==> src/rtl/fp_add_pkg.sv <==
// Shared definitions for the pipelined single-precision FP adder:
// field widths, special encodings, flag bit positions and pack-path selection.
package fp_add_pkg;

  localparam int unsigned EXP_W  = 8;
  localparam int unsigned FRAC_W = 23;
  localparam int unsigned MANT_W = FRAC_W + 1;
  localparam int unsigned WORD_W = 1 + EXP_W + FRAC_W;

  localparam logic [EXP_W-1:0]  EXP_MAX = 8'hFF;
  localparam logic [WORD_W-1:0] QNAN    = 32'h7FC00000;

  localparam int unsigned FLG_INV = 3;
  localparam int unsigned FLG_OVF = 2;
  localparam int unsigned FLG_UNF = 1;
  localparam int unsigned FLG_INX = 0;

  typedef struct packed {
    logic              sign;
    logic [EXP_W-1:0]  exp;
    logic [FRAC_W-1:0] frac;
  } fp32_t;

  typedef enum logic [1:0] {
    PK_NAN,
    PK_INF,
    PK_ZERO,
    PK_FIN
  } pack_sel_e;

  // Special-case priority: nan > inf > zero > finite.
  function automatic pack_sel_e pack_select(input logic is_nan,
                                            input logic is_inf,
                                            input logic is_zero);
    if (is_nan)       return PK_NAN;
    else if (is_inf)  return PK_INF;
    else if (is_zero) return PK_ZERO;
    else              return PK_FIN;
  endfunction

endpackage

==> src/rtl/fp_skid_buf.sv <==
// Valid/ready output register with optional second (skid) entry so that the
// upstream ready can be registered without losing throughput.
module fp_skid_buf #(
  parameter int unsigned WIDTH   = 36,
  parameter bit          SKID_EN = 1'b1
) (
  input  logic             clk,
  input  logic             rst,
  input  logic             in_valid_i,
  output logic             in_ready_o,
  input  logic [WIDTH-1:0] in_data_i,
  output logic             out_valid_o,
  input  logic             out_ready_i,
  output logic [WIDTH-1:0] out_data_o
);

  logic             out_valid_q, out_valid_d;
  logic [WIDTH-1:0] out_data_q,  out_data_d;
  logic             xfer;
  logic             accept;

  assign xfer = out_valid_q & out_ready_i;

  generate
    if (SKID_EN) begin : g_skid
      logic             skid_valid_q, skid_valid_d;
      logic [WIDTH-1:0] skid_data_q,  skid_data_d;

      assign in_ready_o = !skid_valid_q;
      assign accept     = in_valid_i & !skid_valid_q;

      // With the skid full, in_ready is low, so accept and skid drain never coincide.
      always_comb begin
        out_valid_d  = out_valid_q;
        out_data_d   = out_data_q;
        skid_valid_d = skid_valid_q;
        skid_data_d  = skid_data_q;
        if (xfer) begin
          if (skid_valid_q) begin
            out_data_d   = skid_data_q;
            skid_valid_d = 1'b0;
          end else if (accept) begin
            out_data_d = in_data_i;
          end else begin
            out_valid_d = 1'b0;
          end
        end else if (accept) begin
          if (out_valid_q) begin
            skid_valid_d = 1'b1;
            skid_data_d  = in_data_i;
          end else begin
            out_valid_d = 1'b1;
            out_data_d  = in_data_i;
          end
        end
      end

      always_ff @(posedge clk or posedge rst) begin
        if (rst) begin
          skid_valid_q <= 1'b0;
          skid_data_q  <= '0;
        end else begin
          skid_valid_q <= skid_valid_d;
          skid_data_q  <= skid_data_d;
        end
      end
    end else begin : g_single
      assign in_ready_o = !out_valid_q | out_ready_i;
      assign accept     = in_valid_i & in_ready_o;

      always_comb begin
        out_valid_d = out_valid_q;
        out_data_d  = out_data_q;
        if (accept) begin
          out_valid_d = 1'b1;
          out_data_d  = in_data_i;
        end else if (xfer) begin
          out_valid_d = 1'b0;
        end
      end
    end
  endgenerate

  always_ff @(posedge clk or posedge rst) begin
    if (rst) begin
      out_valid_q <= 1'b0;
      out_data_q  <= '0;
    end else begin
      out_valid_q <= out_valid_d;
      out_data_q  <= out_data_d;
    end
  end

  assign out_valid_o = out_valid_q;
  assign out_data_o  = out_data_q;

endmodule

==> src/rtl/fp_add_result_pack.sv <==
// Final FP adder stage: rounding-carry exponent adjust, overflow detection,
// IEEE-754 single packing, registered valid/ready output and sticky flags.
module fp_add_result_pack
  import fp_add_pkg::*;
#(
  parameter int unsigned FLAG_W  = 4,
  parameter bit          SKID_EN = 1'b1
) (
  input  logic              clk,
  input  logic              rst,
  input  logic              in_valid,
  output logic              in_ready,
  input  logic              in_sign,
  input  logic [EXP_W-1:0]  in_exp,
  input  logic [MANT_W-1:0] in_mant,
  input  logic              in_ovf_rnd,
  input  logic              in_is_nan,
  input  logic              in_is_inf,
  input  logic              in_is_zero,
  input  logic              in_invalid,
  input  logic              in_inexact,
  output logic              out_valid,
  input  logic              out_ready,
  output logic [WORD_W-1:0] out_result,
  output logic [FLAG_W-1:0] out_flags,
  output logic [FLAG_W-1:0] sticky_flags,
  input  logic              clr_flags
);

  fp32_t             pk_res;
  logic [FLAG_W-1:0] pk_flags;
  logic [EXP_W:0]    e9;
  pack_sel_e         sel;

  always_comb begin
    pk_res   = '0;
    pk_flags = '0;
    e9       = {1'b0, in_exp} + {{EXP_W{1'b0}}, in_ovf_rnd};
    sel      = pack_select(in_is_nan, in_is_inf, in_is_zero);
    pk_flags[FLG_INV] = in_invalid;
    case (sel)
      PK_NAN:  pk_res = fp32_t'(QNAN);
      PK_INF: begin
        pk_res.sign = in_sign;
        pk_res.exp  = EXP_MAX;
      end
      PK_ZERO: pk_res.sign = in_sign;
      default: begin
        pk_res.sign = in_sign;
        if (e9 >= {1'b0, EXP_MAX}) begin
          pk_res.exp        = EXP_MAX;
          pk_flags[FLG_OVF] = 1'b1;
          pk_flags[FLG_INX] = 1'b1;
        end else begin
          // Subnormal input: hidden bit set means rounding reached min normal.
          if (in_exp == '0 && !in_ovf_rnd)
            pk_res.exp = {{(EXP_W-1){1'b0}}, in_mant[MANT_W-1]};
          else
            pk_res.exp = e9[EXP_W-1:0];
          pk_res.frac       = in_ovf_rnd ? '0 : in_mant[FRAC_W-1:0];
          pk_flags[FLG_UNF] = (pk_res.exp == '0) & in_inexact;
          pk_flags[FLG_INX] = in_inexact;
        end
      end
    endcase
  end

  logic [FLAG_W+WORD_W-1:0] buf_out;

  fp_skid_buf #(
    .WIDTH  (FLAG_W + WORD_W),
    .SKID_EN(SKID_EN)
  ) u_skid (
    .clk        (clk),
    .rst        (rst),
    .in_valid_i (in_valid),
    .in_ready_o (in_ready),
    .in_data_i  ({pk_flags, pk_res}),
    .out_valid_o(out_valid),
    .out_ready_i(out_ready),
    .out_data_o (buf_out)
  );

  assign out_flags  = buf_out[FLAG_W+WORD_W-1:WORD_W];
  assign out_result = buf_out[WORD_W-1:0];

  logic [FLAG_W-1:0] sticky_q, sticky_d;

  always_comb begin
    sticky_d = clr_flags ? '0 : sticky_q;
    if (out_valid && out_ready)
      sticky_d = sticky_d | out_flags;
  end

  always_ff @(posedge clk or posedge rst) begin
    if (rst) sticky_q <= '0;
    else     sticky_q <= sticky_d;
  end

  assign sticky_flags = sticky_q;

endmodule

==> config.mk <==
export PLATFORM = sky130hd
export DESIGN_NAME = fp_add_result_pack
export DESIGN_NICKNAME = d
export VERILOG_FILES = /design/src/rtl/fp_add_pkg.sv /design/src/rtl/fp_skid_buf.sv /design/src/rtl/fp_add_result_pack.sv
export SDC_FILE = /design/constraint.sdc
export NUM_CORES = 1
export LEC_CHECK = 0
export CAP_MARGIN = 15
export CORE_UTILIZATION = 40
export CTS_CLUSTER_DIAMETER = 60
export DETAILED_ROUTE_END_ITERATION = 6
export HOLD_SLACK_MARGIN = 0.08
export PLACE_DENSITY_LB_ADDON = 0.05
export SYNTH_ARGS = -nofsm -noshare
export SYNTH_HDL_FRONTEND = slang
export SYNTH_SLANG_ARGS = --single-unit
==> constraint.sdc <==
create_clock -name clk -period 3.7 [get_ports clk]
set_clock_uncertainty 0.15 [all_clocks]
set_input_delay 0.74 -clock clk [delete_from_list [all_inputs] [get_ports clk]]
set_output_delay 0.74 -clock clk [all_outputs]
set_load 0.1 [all_outputs]
==> impl_metrics.tcl <==
set metrics [dict create \
    design.die.area_um2 9310 \
    cts_max_path_buffers 2 \
    synth.ff_latch_count 78 \
    total_clock_buffers_created_by_cts 9 \
    gpl_congestion 0.908 \
    cpPeakStageDelay_ns 0.48 \
    area_share_of_fa_ha_maj_cells_after_synthesis_pct 0.701 \
    ys_types 40 \
    crit_top_cell "sky130_fd_sc_hd__ha_1" \
    cts.hold.buffers_added 0 \
    drive_gt1_share_pct 8.59 \
    final.hold.worst_slack_ns 0.332 \
    via_count 3071 \
    yosysMostFrequentCell "sky130_fd_sc_hd__dfrtp_1" \
    timing.final.max_slew_violations 0 \
    outcome "complete, no violations" \
    synth_top_family_by_area "compound AO/OA/AOI/OAI gates" \
    flow.area_growth_from_synthesis_pct 31.6 \
    ys_async_sr_fraction_pct 100 \
    clock_latency_on_the_worst_skew_pair_ns 0.35 \
    holdCritStartpoint "u_skid.g_skid.skid_data_q[6]" \
    setup_tns_ns 0 \
    rrSetupSlack_ns 1.53 \
    synth_seq_area_share_pct 54.7 \
    worstPathBufferInverterCount 1 \
    drt-initial-drc-count 224 \
    grt_max_degree 30 \
    via_per_inst 5.46 \
    die_x_um 96.5 \
    dr.pass1.iters 4 \
    cts.sinks 78 \
    synth_nets 411 \
    synth_top_area_share_pct 54.7 \
    worst-r2r-cell-count 5 \
    grt-ovfl-total 0 \
    filler_cell_count 860 \
    final_min_period_over_clock_period_pct 82.3 \
    whs_endpoint "u_skid.g_skid.skid_data_q[6]" \
    path_class "in2reg" \
    synth.area.top_cells "sky130_fd_sc_hd__dfrtp_1 (55%), sky130_fd_sc_hd__o21ai_0 (8.4%), sky130_fd_sc_hd__a22oi_1 (5.0%), sky130_fd_sc_hd__nand2_1 (4.6%), sky130_fd_sc_hd__nand2b_1 (4.6%)" \
    yosys_synthesis_warning_count 0 \
    worstReg2RegEnd "u_skid.out_data_o[25]" \
    final-instance-count-excl-fill 562 \
    fmax_mhz 328 \
    endpoint_kind "flop" \
    die_height_um 96.5 \
    grt_use_total_pct 21.3 \
    power_density_nw_per_um2 733 \
    hp-class "reg2reg" \
    post-cts-setup-buffers 0 \
    placed_cells_incl_taps 546 \
    timing.critical_path.from_type "primary input" \
    antenna-diode-count 0 \
    netlist.top_cell.by_area "sky130_fd_sc_hd__dfrtp_1" \
    synthesis.area_um2 3570 \
    cts_htree_levels 3 \
    synth_flop_cell "sky130_fd_sc_hd__dfrtp_1" \
    crit_fanout 19 \
    synth_compound_area_share_pct 23.5 \
    crit_chain "clkdlybuf4s50_1, ha_1, ha_1, xor2_1, and3_1, o2111ai_2, o21a_1, a311oi_1" \
    first_global_vias 2872 \
    initial_util_pct 41.1 \
    floorplan.io_pins 86 \
    total_leakage_power_nw 1.92 \
    grt_setup_unrepaired "no" \
    critical_path_arrival_ns 3.14 \
    max_cap_violations 0 \
    num_rows 34 \
    critical_path.reg2reg.startpoint "u_skid.out_valid_o" \
    shortest_clock_period_the_worst_path_allows_after_layout_ns 3.05 \
    placeableCoreArea_um2 8680 \
    cts_repair_resize_count 0 \
    critPathRequiredTime_ns 3.79 \
    post_synth_edffs 0 \
    drcViolationCount 0 \
    root_buffer "sky130_fd_sc_hd__clkbuf_8" \
    finalHoldViolCount 0 \
    tritoncts "yes" \
    synth-simple-area-share_pct 15.8 \
    placement.io_buffers 85 \
    timing.final.setup_violations 0 \
    synthesis.area_per_instance_um2 9.78 \
    slew_headroom_pct 34.3 \
    first_pass_grt_wire_length_mm 14.9 \
    dp_hpwl_mm 6.17 \
    timing.critical_path.slowest_stage_cell "sky130_fd_sc_hd__clkdlybuf4s50_1" \
    postSynthCellCount 365 \
    worst_hold_path_stage_count 2 \
    path_delay_family "compound AO/OA/AOI/OAI gates" \
    drtAntennaViolNets 0 \
    detail_route.wirelength_mm 9.12 \
    antenna_found_initial 0 \
    mux_share_of_post_synthesis_cell_area_pct 0.561 \
    wl_per_cell_um 16.2 \
    cts.reportedPaths.clkPinSlew_ns 0.08 \
    layout.nets 495 \
    yosys.area_share.xor_xnor_pct 0.981 \
    ir_drop_v 0.000375 \
    worst-slew-pin-transition_ns 0.982 \
    synth_top_cells_by_count "sky130_fd_sc_hd__dfrtp_1 (78), sky130_fd_sc_hd__o21ai_0 (60), sky130_fd_sc_hd__nand2_1 (44)" \
]
## registers in the layout (all words and copies together) (netlist names)
| register | cells |
|---|---|
| u_skid.out_valid_o | 1 |
| u_skid.g_skid.skid_data_q | 36 |
| u_skid.g_skid.skid_valid_q | 1 |
| u_skid.out_data_o | 36 |
| sticky_flags | 4 |
## layout by cell type (no fill, tap or decap), types with 9 or more instances in the layout
cell type                         instances
sky130_fd_sc_hd__clkdlybuf4s50_1         80
sky130_fd_sc_hd__dfrtp_1                 78
sky130_fd_sc_hd__o21ai_0                 60
sky130_fd_sc_hd__nand2_1                 44
sky130_fd_sc_hd__nand2b_1                26
sky130_fd_sc_hd__a22oi_1                 24
sky130_fd_sc_hd__nor2_1                  21
sky130_fd_sc_hd__buf_4                   14
sky130_fd_sc_hd__o22ai_1                 10
sky130_fd_sc_hd__clkbuf_8                 9
## worst reg2reg max path, stage by stage, from the launching register on
cell and delay [ns]:
sky130_fd_sc_hd__dfrtp_1 0.43, sky130_fd_sc_hd__and2_1 0.26, sky130_fd_sc_hd__nand2_1 0.34, sky130_fd_sc_hd__nand2_1 0.45
sky130_fd_sc_hd__o22ai_1 0.15, sky130_fd_sc_hd__a311oi_1 0.28
## area by class of cell
class	instances	area, µm²	share of cell area [%]
clock buffers	10	128	2.72
clock inverters	6	62.6	1.33
inverters	7	27.5	0.586
multi-input cells	259	1490	31.7
flip-flops and latches	78	1950	41.5
well taps	108	135	2.88
repair buffers	94	906	19.3
## power breakdown
part / total [W] / internal [W] / switching, W / leakage [nW]
combinational: 0.00165 / 0.000411 / 0.00124 / 0.821
clock: 0.000620 / 0.000311 / 0.000310 / 0.100
sequential: 0.00117 / 0.00105 / 0.000123 / 1.00
total: 0.00344 / 0.00177 / 0.00167 / 1.92
## per-layer routing
layer	GRT usage (%)	vias to the layer above	part of all wire, %
met3	5.56	6	6.5
met4	4.04	0	0.77
li1	-	1483	-
met2	31.2	95	44
met5	0	-	0
met1	31.7	1487	48
## logic make-up after synthesis
group                    after synthesis
AO/OA/AOI/OAI                        134
AND/OR/NAND/NOR                      117
flip-flops                            78
buffers and inverters                 28
XOR/XNOR                               4
multiplexers                           2
adder cells (fa/ha/maj)                2
## worst max-delay path by stage
stage                          start                    end  slack, ns  depth (start not counted)
after floorplan                  rst        sticky_flags[0]       0.81                          1
after global placement     in_exp[0]  u_skid.out_data_o[28]       0.43                          8
after detailed placement  in_ovf_rnd  u_skid.out_data_o[27]       0.31                          8
after CTS                 in_ovf_rnd  u_skid.out_data_o[25]       0.66                          8
after global routing      in_ovf_rnd  u_skid.out_data_o[25]       0.44                          8
final                     in_ovf_rnd  u_skid.out_data_o[25]       0.65                          8
## through the flow
step           instance area, µm²  utilization, %  setup WS [ns]  total power [W]
2_1_floorplan                3570               -          0.815          0.00240
3_3_place_gp                 4510            51.9          0.432          0.00282
3_5_place_dp                 4510            51.9          0.311          0.00284
4_1_cts                      4700            54.1          0.664          0.00347
5_1_grt                      4700            54.1          0.442          0.00363
6_report                     4700            54.1          0.653          0.00344
Power figures use the tool's default switching activity.
